`config.mk`:
```
export PLATFORM = sky130hd
export DESIGN_NAME = block_memory_reader
export DESIGN_NICKNAME = d
export VERILOG_FILES = /design/src/rtl/block_memory_reader.sv
export SDC_FILE = /design/constraint.sdc
export NUM_CORES = 1
export LEC_CHECK = 0
export ABC_CLOCK_PERIOD_IN_PS = 3680
export CAP_MARGIN = 25
export CORE_MARGIN = 1.5
export CORE_UTILIZATION = 29
export DETAILED_ROUTE_END_ITERATION = 16
export PLACE_DENSITY_LB_ADDON = 0.15
export RECOVER_POWER = 25
export SYNTH_ARGS = -nofsm -noshare
export SYNTH_HDL_FRONTEND = slang
export SYNTH_SLANG_ARGS = --single-unit
export TNS_END_PERCENT = 100
```
`constraint.sdc`:
```
create_clock -name clock -period 3.68 [get_ports clock]
set_input_delay 0.736 -clock clock [delete_from_list [all_inputs] [get_ports clock]]
set_output_delay 0.736 -clock clock [all_outputs]
set_load 0.03 [all_outputs]
```
`src/rtl/block_memory_reader.sv`:
```
// SSID lookup engine: checks the HNM hit bitmap, reads the HCM count and address, then streams HIM hit words oldest first.
// Optional READER_COUNTERS_EN adds saturating request and hit counters.
module block_memory_reader #(
   parameter int SSIDBITS          = 16,
   parameter int COLINDEXBITS_HNM  = 4,
   parameter int HITINFOBITS       = 8,
   parameter int ROWINDEXBITS_HIM  = 9,
   parameter int MAXHITNBITS       = 4,
   parameter int NCOLS_HIM         = 64,
   localparam int NCOLS_HNM        = 1 << COLINDEXBITS_HNM,
   localparam int ROWINDEXBITS_HNM = SSIDBITS - COLINDEXBITS_HNM,
   localparam int HCMBITS          = ROWINDEXBITS_HIM + MAXHITNBITS,
   localparam int MAXHITS          = NCOLS_HIM / HITINFOBITS,
   localparam int SLOTBITS         = (MAXHITS > 1) ? $clog2(MAXHITS) : 1
) (
   input  logic                        clock,
   input  logic                        reset,
   input  logic                        storageReady,
   input  logic                        requestValid,
   output logic                        requestReady,
   input  logic [SSIDBITS-1:0]         SSID,
   output logic [ROWINDEXBITS_HNM-1:0] rowIndex_HNM,
   input  logic [NCOLS_HNM-1:0]        dataOutput_HNM,
   output logic [SSIDBITS-1:0]         rowIndex_HCM,
   input  logic [HCMBITS-1:0]          dataOutput_HCM,
   output logic [ROWINDEXBITS_HIM-1:0] rowIndex_HIM,
   input  logic [NCOLS_HIM-1:0]        dataOutput_HIM,
   output logic                        hitValid,
   input  logic                        hitReady,
   output logic [HITINFOBITS-1:0]      hitInfo,
   output logic                        hitLast,
   output logic                        emptyValid,
   output logic                        overflow
`ifdef READER_COUNTERS_EN
   ,
   output logic [15:0]                 requestCount,
   output logic [15:0]                 hitsReadCount
`endif
);

   typedef enum logic [2:0] {IDLE, WAIT1, CHECK, WAIT2, LOAD, EMIT} state_t;

   state_t                      state;
   logic [MAXHITNBITS-1:0]      count_q;
   logic [SLOTBITS-1:0]         slot;
   logic [NCOLS_HIM-1:0]        hit_data;

   logic                        accept;
   logic                        hit_fire;
   logic                        hnm_hit;
   logic [MAXHITNBITS-1:0]      hcm_count;
   logic [ROWINDEXBITS_HIM-1:0] hcm_addr;
   logic                        count_over;
   logic [SLOTBITS-1:0]         start_slot;

   function automatic logic [HITINFOBITS-1:0] word_of(input logic [NCOLS_HIM-1:0] data,
                                                      input logic [SLOTBITS-1:0]  idx);
      return data[int'(idx)*HITINFOBITS +: HITINFOBITS];
   endfunction

   assign requestReady = (state == IDLE) && storageReady && !reset;
   assign accept       = requestValid && requestReady;
   assign hit_fire     = hitValid && hitReady;

   // The column of the request in flight is read back from the held HCM address,
   // so a changing SSID input cannot disturb it.
   assign hnm_hit   = dataOutput_HNM[rowIndex_HCM[COLINDEXBITS_HNM-1:0]];
   assign hcm_count = dataOutput_HCM[MAXHITNBITS-1:0];
   assign hcm_addr  = dataOutput_HCM[HCMBITS-1:MAXHITNBITS];

   // NOTE: every signal written in always_comb gets a default first, so no path leaves it unassigned and no latch is inferred.
   always_comb begin
      count_over = 1'b0;
      start_slot = '0;
      if (int'(hcm_count) > MAXHITS) count_over = 1'b1;
      if (int'(count_q) > MAXHITS) start_slot = SLOTBITS'(MAXHITS - 1);
      else                         start_slot = SLOTBITS'(int'(count_q) - 1);
   end

   // NOTE: sequential state uses non-blocking assignments so every register samples pre-edge values.
   always_ff @(posedge clock) begin
      if (reset) begin
         state        <= IDLE;
         rowIndex_HNM <= '0;
         rowIndex_HCM <= '0;
         rowIndex_HIM <= '0;
         count_q      <= '0;
         slot         <= '0;
         hit_data     <= '0;
         hitValid     <= 1'b0;
         hitInfo      <= '0;
         hitLast      <= 1'b0;
         emptyValid   <= 1'b0;
         overflow     <= 1'b0;
      end else begin
         emptyValid <= 1'b0;
         overflow   <= 1'b0;
         case (state)
            IDLE: begin
               if (accept) begin
                  rowIndex_HNM <= SSID[SSIDBITS-1:COLINDEXBITS_HNM];
                  rowIndex_HCM <= SSID;
                  state        <= WAIT1;
               end
            end
            WAIT1: state <= CHECK;
            CHECK: begin
               if (!hnm_hit || hcm_count == '0) begin
                  emptyValid <= 1'b1;
                  state      <= IDLE;
               end else begin
                  count_q      <= hcm_count;
                  rowIndex_HIM <= hcm_addr;
                  overflow     <= count_over;
                  state        <= WAIT2;
               end
            end
            WAIT2: state <= LOAD;
            LOAD: begin
               hit_data <= dataOutput_HIM;
               slot     <= start_slot;
               hitInfo  <= word_of(dataOutput_HIM, start_slot);
               hitLast  <= (start_slot == '0);
               hitValid <= 1'b1;
               state    <= EMIT;
            end
            EMIT: begin
               if (hit_fire) begin
                  if (hitLast) begin
                     hitValid <= 1'b0;
                     hitLast  <= 1'b0;
                     state    <= IDLE;
                  end else begin
                     slot    <= slot - 1'b1;
                     hitInfo <= word_of(hit_data, slot - 1'b1);
                     hitLast <= (slot == SLOTBITS'(1));
                  end
               end
            end
            default: state <= IDLE;
         endcase
      end
   end

`ifdef READER_COUNTERS_EN
   always_ff @(posedge clock) begin
      if (reset) begin
         requestCount  <= '0;
         hitsReadCount <= '0;
      end else begin
         if (accept && requestCount != 16'hFFFF)    requestCount  <= requestCount + 16'd1;
         if (hit_fire && hitsReadCount != 16'hFFFF) hitsReadCount <= hitsReadCount + 16'd1;
      end
   end
`endif

endmodule

```
==> flow_summary.toml <==
[routing]
vias_per_cell = 4.94
drt-pass1-iter-count = 5
antenna_left = 0
initialDrtViolationCount = 233
drc_errors = 0
wl_um = 16300
wl_per_cell_um = 16.2
vias = 4956

[sta]
relSlewSlack_pct = -36.5
rsz0062_at_grt = "no"
min_period_over_period_pct = 75.9
fin_crit_ns = 2.79
clock_skew_ns = 0.00735
maxSlewViolCount = 49
setup_viol = 0
clock.fmax_mhz = 358
timing.setup.tns_ns = 0
tightest_slew_ns = 2.05
hold_viol_final = 0

[synthesis]
synthesis.nets = 761
ys_seq_elements = 111
yosysSeqAreaShare_pct = 40.3
yosysUniqueCellTypes = 45
synthCells = 644
synth.cell_area_sq_um = 5520
synth_edf_count = 0
avgSynthCellArea_sq_um = 8.57
async_reset_ff_share_pct = 0
ys.flop_type = "dfxtp_1"
yosysWarnings = 0

[setup_path]
cpMaxStageDelayCell = "clkdlybuf4s50_1"
r2r_start = "count_q[0]$_SDFFE_PP0P_"
crit_path_end_kind = "output pin"
reg2reg_depth = 6
reg2reg_slack_ns = 1.28
crit_type = "input pin to output pin"
r2r_end = "hitInfo[0]$_SDFFE_PP0P_"
cp_max_fo = 3
cp_common_cell = "clkdlybuf4s50_1"
path_cells = "clkdlybuf4s50_1, and3_1, clkdlybuf4s50_1"
start_kind = "input pin"
max_stage_delay_ns = 0.66
cpLargestDelayFamily = "buffers and inverters"
required_ns = 2.94
cp.buffers_inverters = 2
cp_data_arrival_time_ns = 2.06

[floorplan]
dieHeight_um = 141
ios = 164
start_util_pct = 29.5
rows = 50
dieArea_sq_um = 19900
die_w_um = 141
design.core.area_sq_um = 18700

[power_and_ir_drop]
p_per_area_nw_per_um2 = 347
power_leakage_uw = 0.00260
p_total_uw = 2610
ir_drop_mv = 0.283

[layout]
final_common_cell = "nand2_1"
layout_common_cells = "nand2_1 (186), clkdlybuf4s50_1 (141), dfxtp_1 (111)"
area_growth_syn_to_layout_pct = 36.5
layout.cells.non_filler = 1004
fin_nets = 882
stdcell_area_sq_um = 7530
antennaDiodeCount = 0
fillers = 1861
seqCellArea_sq_um = 2220
multi_input_area_sq_um = 2990
drive_above_1_share_pct = 8.18

[clocking]
clk_latency_ns = 0.35
clockBufferDepth = 2
cts_root_buf = "clkbuf_16"
cts_buffers = 9
ctsHoldBuffers = 0
cts-htree-levels = 3
postCtsSetupBuffers = 0
cts.sinks = 111
cts.clk_slew.worst_paths_ns = 0.07
cts_resized = 0
cts_tree = "done"

[outcome]
violations = "max-capacitance violations, max-slew violations"
outcome = "complete, but fails checks"

[placed_design]
dp_hpwl_um = 11300
placed_area_sq_um = 7200
placed_cells = 987
port_buffers = 163
place.gp.congestion = 0.791

[min_path]
min_to = "hit_data[46]$_SDFFE_PP0P_"
hold_depth = 2
hold_class = "flop to flop"
min_from = "hit_data[46]$_SDFFE_PP0P_"

[grt]
antenna_found_initial = 0
grt_usage_pct = 16.7
grt_first_pass_wirelength_um = 26000
grt_pass1_vias = 4839
grt_overflow = 0
grt_max_degree = 122

[job]
drv_cap = 1
[cell families (layout without fill, tap and decap cells)]
family	Yosys count	after routing	share of synthesized area, %
buffers and inverters	65	191	5.85
and+or+nand+nor	271	271	21.9
muxes	69	69	16.6
xor gates and xnor gates	2	2	0.318
AOI/OAI and AO/OA	123	123	14.4
DFF	111	111	40.3
adders and majority gates	3	3	0.680
[stage by stage]
| stage | hold WS, ns | utilization [%] | setup WS [ns] |
|---|---|---|---|
| after CTS | 0.456 | 40.2 | 0.894 |
| after detailed placement | 0.445 | 38.5 | 0.900 |
| final | 0.452 | 40.3 | 0.888 |
| after global placement | 0.441 | 38.5 | 0.900 |
| after floorplan | 0.432 | - | 1.11 |
| after global routing | 0.477 | 40.3 | 0.733 |
[metal layers]
metal  global-route usage (%)  vias to the layer above  wire, um
li1                         -                     2454         -
met3                     4.45                       16      1040
met1                     20.9                     2314      7270
met4                     4.39                        0       269
met2                     28.5                      172      7720
met5                        0                        -         0
[synthesized netlist by cell type (8+ instances only)]
| master | number | area share (%) |
|---|---|---|
| nand2_1 | 187 | 13 |
| dfxtp_1 | 111 | 40 |
| a21oi_1 | 70 | 6.3 |
| mux2i_1 | 35 | 6.3 |
| nand2b_1 | 30 | 3.4 |
| clkbuf_1 | 29 | 2.0 |
| nor2_1 | 19 | 1.3 |
| nand3b_1 | 17 | 2.3 |
| mux2_2 | 16 | 3.3 |
| mux4_2 | 16 | 6.5 |
| o211ai_1 | 16 | 2.2 |
| buf_4 | 14 | 1.9 |
| a311oi_1 | 9 | 1.4 |
| buf_2 | 9 | 0.82 |
| a221oi_1 | 8 | 1.3 |
[state kept, by name, summed over array words and instances (netlist names)]
signal,cells
hit_data,64
rowIndex_HNM,12
rowIndex_HIM,9
hitInfo,8
count_q,4
rowIndex_HCM,4
slot,3
state,3
emptyValid,1
hitLast,1
hitValid,1
overflow,1
[how the worst max path moves through the flow]
stage	startpoint	to	slack, ns	cells past startpoint
floorplan	slot[0]$_SDFFE_PP0P_	hitInfo[6]$_SDFFE_PP0P_	1.11	9
global placement	storageReady	requestReady	0.90	3
detailed placement	storageReady	requestReady	0.90	3
CTS	storageReady	requestReady	0.89	3
global route	reset	count_q[0]$_SDFFE_PP0P_	0.73	5
finish	storageReady	requestReady	0.89	3
[area by class of cell]
class                      instances  share of cell area (%)
clock inverter                     5                   0.831
timing repair buffer             171                    22.6
tap                              234                    3.89
multi-input combinational        468                    39.6
inverter                           4                   0.199
clock buffer                      11                    3.36
sequential                       111                    29.5
[power by group]
part	internal, uW	leakage, uW	switching (uW)
registers	1210	0.000896	16.4
clock network	571	0.000149	468
logic	192	0.00156	151
[tightest hold or removal path, stage by stage, from the launching register on]
cell and delay, ns:
dfxtp_1 0.31, nand2_1 0.05, a21oi_1 0.05
(Power assumes the default switching activity.)
==> patch, RTL diff (same settings) <==
Set the parameter `SSIDBITS` to 12 (it was 16).
--- a/src/rtl/block_memory_reader.sv
+++ b/src/rtl/block_memory_reader.sv
@@ -1,7 +1,7 @@
 // SSID lookup engine: checks the HNM hit bitmap, reads the HCM count and address, then streams HIM hit words oldest first.
 // Optional READER_COUNTERS_EN adds saturating request and hit counters.
 module block_memory_reader #(
-   parameter int SSIDBITS          = 16,
+   parameter int SSIDBITS          = 12,
    parameter int COLINDEXBITS_HNM  = 4,
    parameter int HITINFOBITS       = 8,
    parameter int ROWINDEXBITS_HIM  = 9,
Ports: changed (resized SSID, rowIndex_HCM and rowIndex_HNM); port bits go from 164 to 152. The function was not compared with the original's and may differ.
==> patch against the original RTL <==
The flow still finishes with violations (capacitance limit, slew limit); synthesized area shrank 3.0%; synthesized cell count fell by 6.2%; sequential cell count shrank 4; die area decreased by 2.9%; setup slack worse by 0.0029 ns; cell area is 3.4% lower; via count shrank 4.3%; critical path depth increased by 1; core utilization grew 0.098 points; combinational power shrank 3%; power down 5.2%; sequential share of layout area fell by 0.061 points; wire length is 2.1% lower.
==> patch: results (changes against the original RTL) <==
Run status
  • Status: finished with violations
  • Violated checks: capacitance limit, slew limit

Synthesis
  • Mapped Nets: 717 (-5.8%)
  • Synth Flop Type: dfxtp_1
  • Netlist cell types: 45 (unchanged)
  • Ys async rst share: 0 (unchanged)
  • Synth top cells by count: 156 x nand2_1, 107 x dfxtp_1, 70 x a21oi_1, 37 x mux2i_1, 30 x nand2b_1
  • Yosys warns: 0 (unchanged)
  • Area contributors post-synth: dfxtp_1 40%, nand2_1 11%, mux2i_1 6.9%
  • Post-synthesis sequential area ratio: 0.400 (-0.00263)

Global routing
  • Global-route wire length before repair: 24.9 mm (-4.2%)
  • GRT Util Overall: 0.164 (-0.00336)
  • Initial antenna violation count: 0 (unchanged)
  • Vias in the first global route: 4547 (-6.0%)
  • Largest net degree at the start of global routing: 69 (-43%)

Clock tree
  • Reg clk slew, reported paths: 0.07 ns (about the same)
  • Clk_lat worst skew: 0.36 ns
  • CTS root buf: clkbuf_16
  • H-tree Lvls: 3 (unchanged)
  • Post-CTS setup buffer count: 0 (unchanged)
  • Resized Gates After CTS: 0 (unchanged)
  • CTS Buf Count: 9 (unchanged)
  • CTS max path bufs: 2 (unchanged)

Cells and area
  • Fin nets: 837 (-5.1%)
  • Share of layout cells above drive strength 1: 0.114 (+0.0320)
  • Biggest regs: hit_data: 64 flops, rowIndex_HIM: 9 flops
  • Ant. Diodes: 0 (unchanged)

Placed design
  • GPL Wtd Cong: 0.782 (-1.1%)
  • IO buf count: 151 (-7.4%)
  • DP Wirelength: 11.3 mm (-0.71%)

Power and ir drop
  • PD cells: 340 mW/mm² (-1.9%)
  • Maximum VDD drop: 0.000230 V (-19%)
  • Static Leak: 2.41 nW (-7.4%)

Detailed routing
  • Via Count: 4745 (-4.3%)
  • 1st-iter DRT viols: 290 (+24%)
  • Drt first pass iters: 5 (unchanged)
  • Post-DR wirelength/cell: 16.7 µm (+2.6%)

Timing
  • Final Skew: 0.0101 ns (+0.00271 ns)
  • Max-slew violations: 52 (+6.1%)
  • Worst slew pin tran: 2.02 ns (-0.0312 ns)

Min path
  • Worst Hold Class: flip-flop to flip-flop

Flow run
  • Max_cap viols: 1 (unchanged)

Critical path
  • Worst-path fanout max: 2 (-1)
[patch: changes by cell type in the layout (fill, tap and decap cells not counted), moves of 9 or more]
cell,before,now
nand2_1,186,156
dlygate4sd3_1,21,0
nand3b_1,17,2
mux2_2,16,27
nor2b_1,3,14
clkdlybuf4s50_1,141,150
[patch: logic make-up after synthesis]
family,Yosys count,share of synthesized area
muxes,81,0.195
xor gates and xnor gates,2,0.00327
AOI/OAI and AO/OA,118,0.139
adders and majority gates,3,0.00701
and+or+nand+nor,237,0.202
buffers and inverters,56,0.0528
DFF,107,0.400
[patch: metrics by stage]
stage / setup WS (ns) / hold slack [ns] / utilization / cell area, µm² / cells
after detailed placement: 0.883 / 0.446 / 0.388 / 6990 / 942
final: 0.885 / 0.453 / 0.404 / 7280 / 958
after CTS: 0.876 / 0.456 / 0.404 / 7280 / 958
after global routing: 0.677 / 0.474 / 0.404 / 7280 / 958
after global placement: 0.871 / 0.439 / 0.387 / 6970 / 941
after floorplan: 1.22 / 0.432 / - / 5350 / 604
[patch: path summary, 6_finish.rpt]
check        cells past startpoint            to  slack (ns)    startpoint
max reg2reg                      7    hitInfo[4]        1.41    count_q[0]
max                              4  requestReady        0.89  storageReady
min reg2reg                      2  hit_data[45]        0.45  hit_data[45]
min                              2  hit_data[45]        0.45  hit_data[45]
[patch: cell type report]
class / count / area, µm²
clock buffer: 11 / 253
clock inverter: 5 / 36.3
fill: 1803 / 10700
inverter: 4 / 15.0
multi-input combinational: 441 / 2950
sequential: 107 / 2140
tap: 229 / 287
timing repair buffer: 161 / 1600
[patch: per-layer routing]
metal  vias to the layer above  routed length [µm]  GRT usage
met5                         -                   0          0
met4                         0                 226     0.0521
met3                        18                 783     0.0273
met2                       140                7760      0.278
met1                      2259                7190      0.212
li1                       2328                   -          -
[patch: worst max-delay path, cell delays in order]
cell	delay, ns
clkdlybuf4s50_1	0.45
nand2_1	0.05
nor3_2	0.13
clkdlybuf4s50_1	0.69
[patch: power breakdown]
| part | switching (W) | internal (W) |
|---|---|---|
| clock network | 0.000458 | 0.000499 |
| logic | 0.000142 | 0.000191 |
| registers | 0.0000152 | 0.00117 |
